$ cat config.mk
export PLATFORM = sky130hd
export DESIGN_NAME = mode_controller
export DESIGN_NICKNAME = d
export VERILOG_FILES = /design/src/rtl/mode_controller_pkg.sv /design/src/rtl/mode_controller_ring_timer.sv /design/src/rtl/mode_controller.sv
export SDC_FILE = /design/constraint.sdc
export NUM_CORES = 1
export LEC_CHECK = 0
export ABC_AREA = 0
export CORE_MARGIN = 3
export CORE_UTILIZATION = 48
export CTS_CLUSTER_DIAMETER = 50
export DETAILED_ROUTE_END_ITERATION = 8
export GPL_TIMING_DRIVEN = 0
export PLACE_DENSITY = 0.88
export SLEW_MARGIN = 20
export SYNTH_ARGS = -nofsm -noshare
export SYNTH_HDL_FRONTEND = slang
export SYNTH_SLANG_ARGS = --single-unit
$ cat constraint.sdc
create_clock -name clk -period 1.4 [get_ports clk]
set_input_delay 0.28 -clock clk [delete_from_list [all_inputs] [get_ports clk]]
set_output_delay 0.28 -clock clk [all_outputs]
set_load 0.01 [all_outputs]
$ cat src/rtl/mode_controller_pkg.sv
// mode_controller_pkg
// Shared definitions for the alarm-clock mode sequencer: state encoding,
// digit-field select codes and the default ring duration.
package mode_controller_pkg;

  typedef enum logic [1:0] {
    ST_TIME = 2'd0,
    ST_ADJ  = 2'd1,
    ST_RING = 2'd2
  } state_e;

  localparam logic [1:0] SEL_CLK_H = 2'd0;
  localparam logic [1:0] SEL_CLK_M = 2'd1;
  localparam logic [1:0] SEL_ALM_H = 2'd2;
  localparam logic [1:0] SEL_ALM_M = 2'd3;

  localparam int RING_SECONDS_DEFAULT = 60;

endpackage

$ cat src/rtl/mode_controller_ring_timer.sv
// ring_timer
// 8-bit tick counter that measures how long the buzzer has been sounding.
// Ports:
//   clk, rst  clock and asynchronous active-high reset
//   clr_i     synchronous clear to zero (takes priority over en_i)
//   en_i      count one step
//   tc_o      high while the count sits one below LIMIT, so the LIMIT-th
//             enabled step is the one that sees tc_o asserted
module ring_timer #(
  parameter int LIMIT = 60
) (
  input  logic clk,
  input  logic rst,
  input  logic clr_i,
  input  logic en_i,
  output logic tc_o
);

  logic [7:0] count_q;
  logic [7:0] count_d;

  always_comb begin
    count_d = count_q;
    if (clr_i) begin
      count_d = 8'd0;
    end else if (en_i) begin
      count_d = count_q + 8'd1;
    end
  end

  always_ff @(posedge clk or posedge rst) begin
    if (rst) begin
      count_q <= 8'd0;
    end else begin
      count_q <= count_d;
    end
  end

  assign tc_o = (count_q == 8'(LIMIT - 1));

endmodule

$ cat src/rtl/mode_controller.sv
// mode_controller
// Run/adjust/ring sequencer for the digital alarm clock.
// Ports:
//   clk, rst                    clock, asynchronous active-high reset
//   tick_1hz                    one-cycle pulse per second
//   btnC/btnU/btnD/btnL/btnR    debounced one-cycle button pulses
//   alarm_match                 level, clock HH:MM equals alarm HH:MM
//   alarm_arm                   level, alarm may fire only when high
//   time_en                     seconds-chain enable (combinational)
//   sec_clr                     one-cycle clear of the seconds counters
//   adjust                      high in ADJ
//   sel                         field under adjust
//   inc_pulse, dec_pulse        one-cycle step for the selected field
//   blink                       blank phase for the selected field
//   buzzer_en                   high in RING
module mode_controller
  import mode_controller_pkg::*;
#(
  parameter int RING_SECONDS = RING_SECONDS_DEFAULT
) (
  input  logic       clk,
  input  logic       rst,
  input  logic       tick_1hz,
  input  logic       btnC,
  input  logic       btnU,
  input  logic       btnD,
  input  logic       btnL,
  input  logic       btnR,
  input  logic       alarm_match,
  input  logic       alarm_arm,
  output logic       time_en,
  output logic       sec_clr,
  output logic       adjust,
  output logic [1:0] sel,
  output logic       inc_pulse,
  output logic       dec_pulse,
  output logic       blink,
  output logic       buzzer_en
);

  state_e     state_q, state_d;
  logic [1:0] sel_q, sel_d;
  logic       blink_q, blink_d;
  logic       inc_q, inc_d;
  logic       dec_q, dec_d;
  logic       sec_clr_q, sec_clr_d;
  logic       match_q;
  logic       alarm_edge;
  logic       any_btn;
  logic       ring_tc;

  assign alarm_edge = alarm_match & ~match_q & alarm_arm;
  assign any_btn    = btnC | btnU | btnD | btnL | btnR;

  // Counter is held at zero outside RING, so each ring starts from zero.
  ring_timer #(
    .LIMIT (RING_SECONDS)
  ) u_ring_timer (
    .clk   (clk),
    .rst   (rst),
    .clr_i (state_q != ST_RING),
    .en_i  (tick_1hz),
    .tc_o  (ring_tc)
  );

  always_comb begin
    state_d   = state_q;
    sel_d     = sel_q;
    blink_d   = blink_q;
    inc_d     = 1'b0;
    dec_d     = 1'b0;
    sec_clr_d = 1'b0;

    case (state_q)
      ST_TIME: begin
        // btnC wins; a simultaneous alarm edge is lost because the
        // history register still records the high level this cycle.
        if (btnC) begin
          state_d = ST_ADJ;
          sel_d   = SEL_CLK_H;
          blink_d = 1'b1;
        end else if (alarm_edge) begin
          state_d = ST_RING;
        end
      end

      ST_ADJ: begin
        if (tick_1hz) begin
          blink_d = ~blink_q;
        end
        if (btnC) begin
          state_d   = ST_TIME;
          sec_clr_d = 1'b1;
        end else if (btnL || btnR) begin
          // L and R together cancel; U/D are ignored either way.
          if (btnR && !btnL) begin
            sel_d = sel_q + 2'd1;
          end else if (btnL && !btnR) begin
            sel_d = sel_q - 2'd1;
          end
        end else begin
          inc_d = btnU & ~btnD;
          dec_d = btnD & ~btnU;
        end
      end

      ST_RING: begin
        if (any_btn || !alarm_arm || (tick_1hz && ring_tc)) begin
          state_d = ST_TIME;
        end
      end

      default: begin
        state_d = ST_TIME;
      end
    endcase
  end

  always_ff @(posedge clk or posedge rst) begin
    if (rst) begin
      state_q   <= ST_TIME;
      sel_q     <= SEL_CLK_H;
      blink_q   <= 1'b1;
      inc_q     <= 1'b0;
      dec_q     <= 1'b0;
      sec_clr_q <= 1'b0;
      match_q   <= 1'b0;
    end else begin
      state_q   <= state_d;
      sel_q     <= sel_d;
      blink_q   <= blink_d;
      inc_q     <= inc_d;
      dec_q     <= dec_d;
      sec_clr_q <= sec_clr_d;
      match_q   <= alarm_match;
    end
  end

  // Seconds chain freezes while the user is adjusting.
  assign time_en   = tick_1hz & (state_q != ST_ADJ);
  assign sec_clr   = sec_clr_q;
  assign adjust    = (state_q == ST_ADJ);
  assign sel       = sel_q;
  assign inc_pulse = inc_q;
  assign dec_pulse = dec_q;
  assign blink     = blink_q;
  assign buzzer_en = (state_q == ST_RING);

endmodule

Word level (Yosys, flattened, before mapping). Index checks and enable logic that the tools add are counted. W data, S select, Z words.

Word-level logic and storage cells: 75. Bits in registers: 17. Input port bits: 10.

Reductions and logical operators: 15. Add/sub/neg operators: 3. Mux-type cells: 23. Equal/unequal tests: 13. Bitwise gates (word level): 13.

Operators by type and width (count): $mux W2 (8); $mux W8 (2); $mux W1 (10); $ne A2 B2 Y1 const B (5); $add A8 B1 Y8 const B (1); $eq A8 B6 Y1 const B (1); $ne A2 B1 Y1 const B (3); $pmux W2 S3 (1); $reduce_and A3 Y1 (2); $and A1 B1 Y1 (5); $reduce_and A5 Y1 (1); $not A1 Y1 (4); $or A1 B1 Y1 (4); $pmux W2 S2 (1); $reduce_bool A2 Y1 (2); $logic_and A1 B1 Y1 (3); $logic_not A1 Y1 (3); $logic_or A1 B1 Y1 (3); $ne A3 B1 Y1 const B (1); $ne A3 B3 Y1 const B (1); $add A2 B1 Y2 const B (1); $eq A2 B1 Y1 const B (1); $eq A2 B2 Y1 const B (1); $logic_not A2 Y1 (1); 2 further kinds (2).

Longest topological paths before layout. Gate-level depths: netlist of run 1.

Word-level depth: 8. Mapped depth: 6.

Hierarchy. A second synthesis of run 1 with hierarchy kept.

Cell total of the unflattened synthesis: 88. Area, all modules: 884.6 um^2.

Modules (own cells, without submodules): mode_controller (sequential area each 226.5 um^2, times used 1, cells an instance 48, area each 489.2 um^2); ring_timer (sequential area each 200.2 um^2, times used 1, cells an instance 40, area each 395.4 um^2).

Worst setup path before layout of run 1. No wires, ideal clock.

Kind: flip-flop to flip-flop. Start: register state_q[1]. End: register dec_q (netlist: dec_pulse). Data arrival time: 1.207 ns. Path buffers: 1. Setup time: 0.080 ns. Clock period less this slack: 1.287 ns. Setup slack: 0.113 ns. Cell stages (with the launch flop): 5. Path through: dfrtp_1 -> buf_6 -> nand2b_4 -> or4_4 -> nor3b_2.

Cells in the longest elaborated chain, start to end: 2.

Ends and longest elaborated chain: start, declared (line mode_controller.sv:41) `state_e state_q, state_d;`; start signal, assigned (line mode_controller.sv:129) `state_q <= state_d;`; $eq A2 B1 Y1 (line mode_controller.sv:74) `case (state_q)`; $mux W1 (line mode_controller.sv:74); named net dec_d (line mode_controller.sv:45) `logic dec_q, dec_d;`; end signal, assigned (line mode_controller.sv:125) `dec_q <= 1'b0;`; end signal, assigned (line mode_controller.sv:133) `dec_q <= dec_d;`; end, declared (line mode_controller.sv:45).

The timed path passes the listed nets, and every way through them passes these cells. A chain may end at the register's enable or synchronous reset.

Worst setup path after layout of run 1.
Start: register state_q[0]. End: output port time_en.

Cells in the longest elaborated chain, start to end: 2.

Ends and longest elaborated chain: $ne A2 B1 Y1 (line mode_controller.sv:140) `assign time_en = tick_1hz & (state_q != ST_ADJ);`; $and A1 B1 Y1 (line mode_controller.sv:140); end, declared (line mode_controller.sv:31) `output logic time_en,`.

No other way between the ends.

==> results.tsv, run 1 <==
stage	metric	value	unit
die	ios	19	
timing	fmax	0.682	GHz
power_and_ir_drop	p_seq_share	39.9	%
synthesis	post_synth_main_area_contributors	dfrtp_1 45%, o21ai_0 3.4%, nor2_1 3.4%	
clock_network	cts_tree	yes	
timing	slew_headroom	57.6	%
hold_path	hold_path_depth	2	
die	fp.dieArea	2400	µm²
synthesis	synthMuxAreaShare	1.13	%
layout	fillCellCount	122	
timing	slew_violations	0	
synthesis	synth_edf_count	0	
die	fp.dieW	49.0	µm
power_and_ir_drop	pwr_density_cell	1300	nW/µm²
synthesis	synth_ff_type	dfrtp_1	
power_and_ir_drop	combPwrFrac	41.9	%
worst_setup_path	max_stage_delay	0.42	ns
synthesis	synthDistinctLibCells	36	
die	coreArea	1610	µm²
route	vias	741	
synthesis	synthSimpleGateAreaFrac	28.0	%
clock_network	clock_latency	0.30	ns
global_routing	grt_max_degree	18	
status	violations	negative setup slack	
route	routed_wirelength	1960	µm
worst_setup_path	worstPathCellList	buf_4, nand2b_4, and2_4, buf_6	
clock_network	path_clk_slew	0.11	ns
die	start_util	55.0	%
timing	hold_slack	0.300	ns
worst_setup_path	cp_max_fo	4	
clock_network	htreeDepth	1	
timing	rsz0062_at_grt	yes	
worst_setup_path	cp.required	1.12	ns
worst_setup_path	critPathBufInv	2	
global_routing	grt_pass1_wl	3420	µm
power_and_ir_drop	p_leak	0.532	nW
run	drv_cap	0	
route	drc	0	
global_routing	first_global_vias	755	
route	first_iter_violations	28	
synthesis	ys_seq_area_share	48.2	%
synthesis	synth_area	886	µm²
status	status	finished with violations	
timing	tightest_slew	0.635	ns
global_routing	antenna_found_initial	0	
synthesis	synth_top_family_by_area	simple AND/OR/NAND/NOR gates	
synthesis	synth_compound_area_share	9.46	%
worst_setup_path	critPathTopFamily	flip-flops	
synthesis	yosys_register_bits	17	
power_and_ir_drop	sw_frac_of_total	32.3	%
layout	fin_nets	125	
synthesis	ys_warn_count	0	
timing	fin_crit_sh	105	%
worst_setup_path	cp-start-kind	register	
clock_network	clock_sinks	17	
worst_setup_path	crit_path_end_kind	output port	
synthesis	yosys.area_share.adder	1.41	%
timing	timing.final.ws_setup	-0.0660	ns
clock_network	cts_root_buffer	clkbuf_4	
layout	diodes	0	
layout	syn_to_final_growth	30.9	%
synthesis	async_reset_ff_share	100	%
timing	final_hold_viol_count	0	
power_and_ir_drop	power.internal	1.02	mW
synthesis	synthXorXnorAreaFrac	5.93	%
global_routing	track_usage	18.5	%
worst_setup_path	slowest_stage	dfrtp_2	
worst_setup_path	r2r_cells	4	
power_and_ir_drop	power.share.clock	18.2	%
layout	drive_gt1_share	26.5	%
layout	layout.area.seq	428	µm²
hold_path	min_path_type	in -> reg	
route	antenna_left	0	
placement	routabilityCongestion	0.753	
clock_network	cts_buffers	3	
worst_setup_path	arrival	1.19	ns
placement	place_ws	-0.343	ns
timing	setup_viol	2	
route	firstDrtPassIters	4	
timing	fin_skew	0.00468	ns
clock_network	clock_path_buffers	2	
synthesis	yosys.area.top_type_share	45.2	%
power_and_ir_drop	irDropWorstVdd	0.927	mV
die	die_h	49.0	µm
global_routing	overflow	0	
placement	hpwl	1400	µm
synthesis	synth_cells	87	
clock_network	hold_buffers	0	
route	wl_per_cell	14.3	µm
synthesis	syn_avg_cell_area	10.2	µm²
synthesis	synth.largest_area_cell	dfrtp_1	
worst_setup_path	path_class	reg -> out	
worst_setup_path	crit_cells	4	
route	vias_per_cell	5.41	
synthesis	syn-num-nets	98	
power_and_ir_drop	p_sw	488	µW
placement	io_buffer_count	16	
layout	multi_input_area	419	µm²
die	rows	14	
timing	period_needed	1.47	ns
==> through the flow <==
step	total power, mW	TNS, ns	utilization, %	cell area (µm²)	instances
after detailed placement	1.10	-1.35	66.8	1080	127
after floorplan	0.891	0	-	886	87
after global placement	1.08	-1.19	66.8	1080	127
after global routing	1.61	-0.447	72.0	1160	137
final	1.51	-0.120	72.0	1160	137
after CTS	1.48	-0.273	72.0	1160	138
==> worst paths after layout <==
kind / from / to / slack, ns
max reg2reg: state_q[1] / dec_pulse / 0.01
min reg2reg: blink / blink / 0.53
max: state_q[0] / time_en / -0.07
min: btnC / sel[0] / 0.30
min in group asynchronous: rst / dec_pulse / 0.35
max in group asynchronous: rst / state_q[0] / 0.60
==> placed cells by master (no fill, tap or decap), drive strengths merged, types with 2 or more instances in the layout <==
master         count
nand2              3
dfrtp             16
dlygate4sd2        5
clkbuf             4
o21ai              6
clkdlybuf4s50      6
nor2               8
xor2               3
nand3              3
or3                3
and2               2
xnor2              3
nand4              2
a21oi              3
nor4b              2
nor3b              3
nor3               2
nand2b             3
or4                3
buf               14
inv                5
==> logic make-up after synthesis <==
group,Yosys count
and+or+nand+nor,38
AOI/OAI and AO/OA,14
buffers and inverters,10
DFF,17
xor gates and xnor gates,6
muxes,1
adders and majority gates,1
==> state kept, by name (all words and copies together) (netlist names) <==
signal                count
sel                       2
dec_pulse                 1
state_q                   2
sec_clr                   1
blink                     1
inc_pulse                 1
match_q                   1
u_ring_timer.count_q      8
==> synthesized netlist by cell type, types with 2 or more instances <==
master	instances
nand3_1	3
or4_1	2
inv_1	5
o21ai_0	6
nand2b_1	2
and2_1	2
a21oi_1	3
or3_1	3
nor3b_2	2
nor3_1	2
xnor2_1	3
dfrtp_1	16
nor4b_1	2
xor2_1	3
nand2_1	3
buf_2	3
nor2_1	8
==> layer usage <==
layer	wire [µm]	share of wire [%]	vias to the layer above	track usage [%]
met5	0	0	-	0
met2	984	50	18	32.4
met4	23	1.2	0	5.69
met3	99	5.1	3	3.98
met1	851	43	360	22.5
li1	-	-	360	-
==> power groups by stage <==
stage | registers (mW) | clock network (mW) | logic (mW)
floorplan | 0.624 | 0 | 0.266
global placement | 0.605 | 0 | 0.476
detailed placement | 0.611 | 0 | 0.493
CTS | 0.602 | 0.271 | 0.607
global route | 0.613 | 0.312 | 0.684
finish | 0.604 | 0.276 | 0.633
==> area by class of cell <==
type	count	area share (%)
Inverter	5	1.62
Multi-Input combinational cell	60	36.1
Sequential cell	17	36.9
Tap cell	24	2.59
Clock buffer	3	1.94
Buffer	3	2.05
Clock inverter	1	0.432
Timing Repair Buffer	24	18.3
==> what timing repair did <==
action / 4_1_cts / 5_1_grt
endpoints found under the setup margin: 9 / 8
buffers inserted: 8 / 0
gates resized for setup: 26 / 5
pin swaps: 2 / 1
No activity file was read; power rests on OpenSTA's default activity.
==> run 2: changes to the inputs <==
--- a/config.mk
+++ b/config.mk
@@ -6,6 +6,7 @@
 export NUM_CORES = 1
 export LEC_CHECK = 0
 export ABC_AREA = 0
+export CORE_ASPECT_RATIO = 1.4
 export CORE_MARGIN = 3
 export CORE_UTILIZATION = 48
 export CTS_CLUSTER_DIAMETER = 50
==> run 2 against run 1 <==
The flow still finishes with violations (negative setup slack); sequential share of layout area decreased by 0.24 points; via count grew 1.8%; utilization fell by 1.6 points; largest power group unchanged.
==> results.tsv, run 2 (same netlist as run 1, synthesis figures left out) <==
stage	metric	value	unit
clock_network	cts_tree	yes	
status	status	finished with violations	
route	wl_per_cell	13.6	µm
global_routing	grt_max_degree	18	
power_and_ir_drop	irDropWorstVdd	0.976	mV
worst_setup_path	endpoint	buzzer_en	
timing	timing.final.ws_setup	-0.0521	ns
power_and_ir_drop	combPwrFrac	41.4	%
power_and_ir_drop	power.share.clock	17.3	%
worst_setup_path	path_class	reg -> out	
die	coreArea	1660	µm²
timing	fin_skew	0.00319	ns
status	violations	negative setup slack	
layout	fin_nets	128	
worst_setup_path	cp.required	1.12	ns
layout	top_register	u_ring_timer.count_q	
layout	layout_common_cells	15 x dfrtp_1, 10 x buf_4, 8 x nor2_1, 6 x dlygate4sd2_1	
layout	drive_gt1_share	25.9	%
die	fp.dieArea	2400	µm²
worst_setup_path	startpoint	state_q[0]	
worst_setup_path	cp-start-kind	register	
die	fp.dieW	42.3	µm
worst_setup_path	crit_path_end_kind	output port	
die	ios	19	
clock_network	cts_buffers	3	
power_and_ir_drop	power.internal	1.02	mW
timing	period_needed	1.45	ns
hold_path	min_path_type	in -> reg	
global_routing	track_usage	17.3	%
worst_setup_path	cp_max_fo	2	
placement	place_area	1070	µm²
clock_network	clock_path_buffers	2	
timing	finalSetupTns	-0.0987	ns
power_and_ir_drop	p_seq_share	41.3	%
layout	largest_register_ffs	8	
die	die_h	56.8	µm
placement	io_buffer_count	16	
hold_path	hold_start	btnC	
global_routing	overflow	0	
layout	syn_to_final_growth	31.8	%
route	vias_per_cell	5.59	
worst_setup_path	reg2reg_to	dec_pulse	
power_and_ir_drop	sw_frac_of_total	31.1	%
power_and_ir_drop	p_sw	461	µW
layout	fin_area	1170	µm²
timing	rsz0062_at_grt	yes	
layout	diodes	0	
placement	place_ws	-0.327	ns
route	vias	754	
clock_network	clock_sinks	17	
timing	slew_violations	0	
timing	fmax	0.689	GHz
layout	final_common_cell	dfrtp_1	
timing	setup_viol	2	
timing	fin_crit_sh	104	%
global_routing	grt_pass1_wl	3310	µm
global_routing	antenna_found_initial	0	
die	rows	17	
worst_setup_path	reg2reg_from	state_q[1]	
worst_setup_path	worst-r2r-setup-slack	0.01	ns
route	first_iter_violations	15	
clock_network	hold_buffers	0	
route	routed_wirelength	1840	µm
route	drc	0	
timing	final_hold_viol_count	0	
run	drv_cap	0	
route	antenna_left	0	
worst_setup_path	r2r_cells	4	
worst_setup_path	arrival	1.17	ns
clock_network	path_clk_slew	0.09	ns
layout	fin_cells	135	
clock_network	cts_root_buffer	clkbuf_4	
placement	post-place-cells	122	
timing	tightest_slew	0.640	ns
placement	hpwl	1240	µm
clock_network	clock_latency	0.28	ns
global_routing	first_global_vias	765	
placement	routabilityCongestion	0.719	
die	start_util	53.4	%
power_and_ir_drop	p_leak	0.543	nW
timing	slew_headroom	57.3	%
power_and_ir_drop	pwr_density_cell	1270	nW/µm²
clock_network	htreeDepth	1	
route	firstDrtPassIters	4	
run 2: cell types whose count changed in the layout (fill, tap and decap cells not counted):
cell             previous run  this run
xnor2_1                     2         3
clkinv_2                    1         0
buf_6                       4         5
buf_4                       8        10
dlygate4sd2_1               5         6
o21ai_1                     0         1
nor2_1                      7         8
o21ai_0                     6         5
clkbuf_1                    0         1
xnor2_2                     1         0
nor2_2                      1         0
clkdlybuf4s50_1             6         5
run 2: timing repair:
| action | in CTS | in global routing |
|---|---|---|
| buffers inserted | 7 | 5 |
| gates resized for setup | 25 | 7 |
| setup endpoints to repair | 10 | 8 |
| pin swaps | 2 | 1 |
run 2: layer usage:
metal	GRT usage [%]	routed length, µm
met3	0.962	48
met2	34.0	1050
met4	6.67	37
met5	0	0
met1	18.3	701
run 2: worst min path at each step:
stage	slack, ns	cells past startpoint	end
floorplan	0.21	1	dec_pulse
global placement	0.50	1	blink
detailed placement	0.52	1	blink
CTS	0.28	2	sel[0]
global route	0.28	2	sel[0]
finish	0.28	2	sel[0]
run 2: worst max-delay path, cell delays in order (launching register included):
cell and delay [ns]:
dfrtp_2 0.43, nand2b_1 0.15, buf_6 0.11, inv_1 0.06, buf_2 0.13
run 2: power groups by stage:
stage	Sequential (mW)	Combinational (mW)	Clock, mW
2_1_floorplan	0.624	0.266	0
6_report	0.612	0.613	0.256
3_3_place_gp	0.605	0.477	0
5_1_grt	0.618	0.661	0.286
4_1_cts	0.600	0.557	0.261
3_5_place_dp	0.610	0.485	0
run 2: stage by stage:
step | hold WS, ns | utilization (%) | total power [mW]
after floorplan | 0.205 | - | 0.891
final | 0.284 | 70.4 | 1.48
after CTS | 0.282 | 68.6 | 1.42
after global routing | 0.282 | 70.4 | 1.56
after detailed placement | 0.517 | 64.5 | 1.09
after global placement | 0.504 | 64.5 | 1.08
run 2: cell type report:
| cell class | count | area, µm² |
|---|---|---|
| Tap cell | 19 | 23.8 |
| Clock buffer | 4 | 26.3 |
| Timing Repair Buffer | 27 | 238 |
| Inverter | 5 | 18.8 |
| Buffer | 3 | 23.8 |
| Sequential cell | 17 | 428 |
| Fill cell | 117 | 492 |
| Multi-Input combinational cell | 60 | 409 |
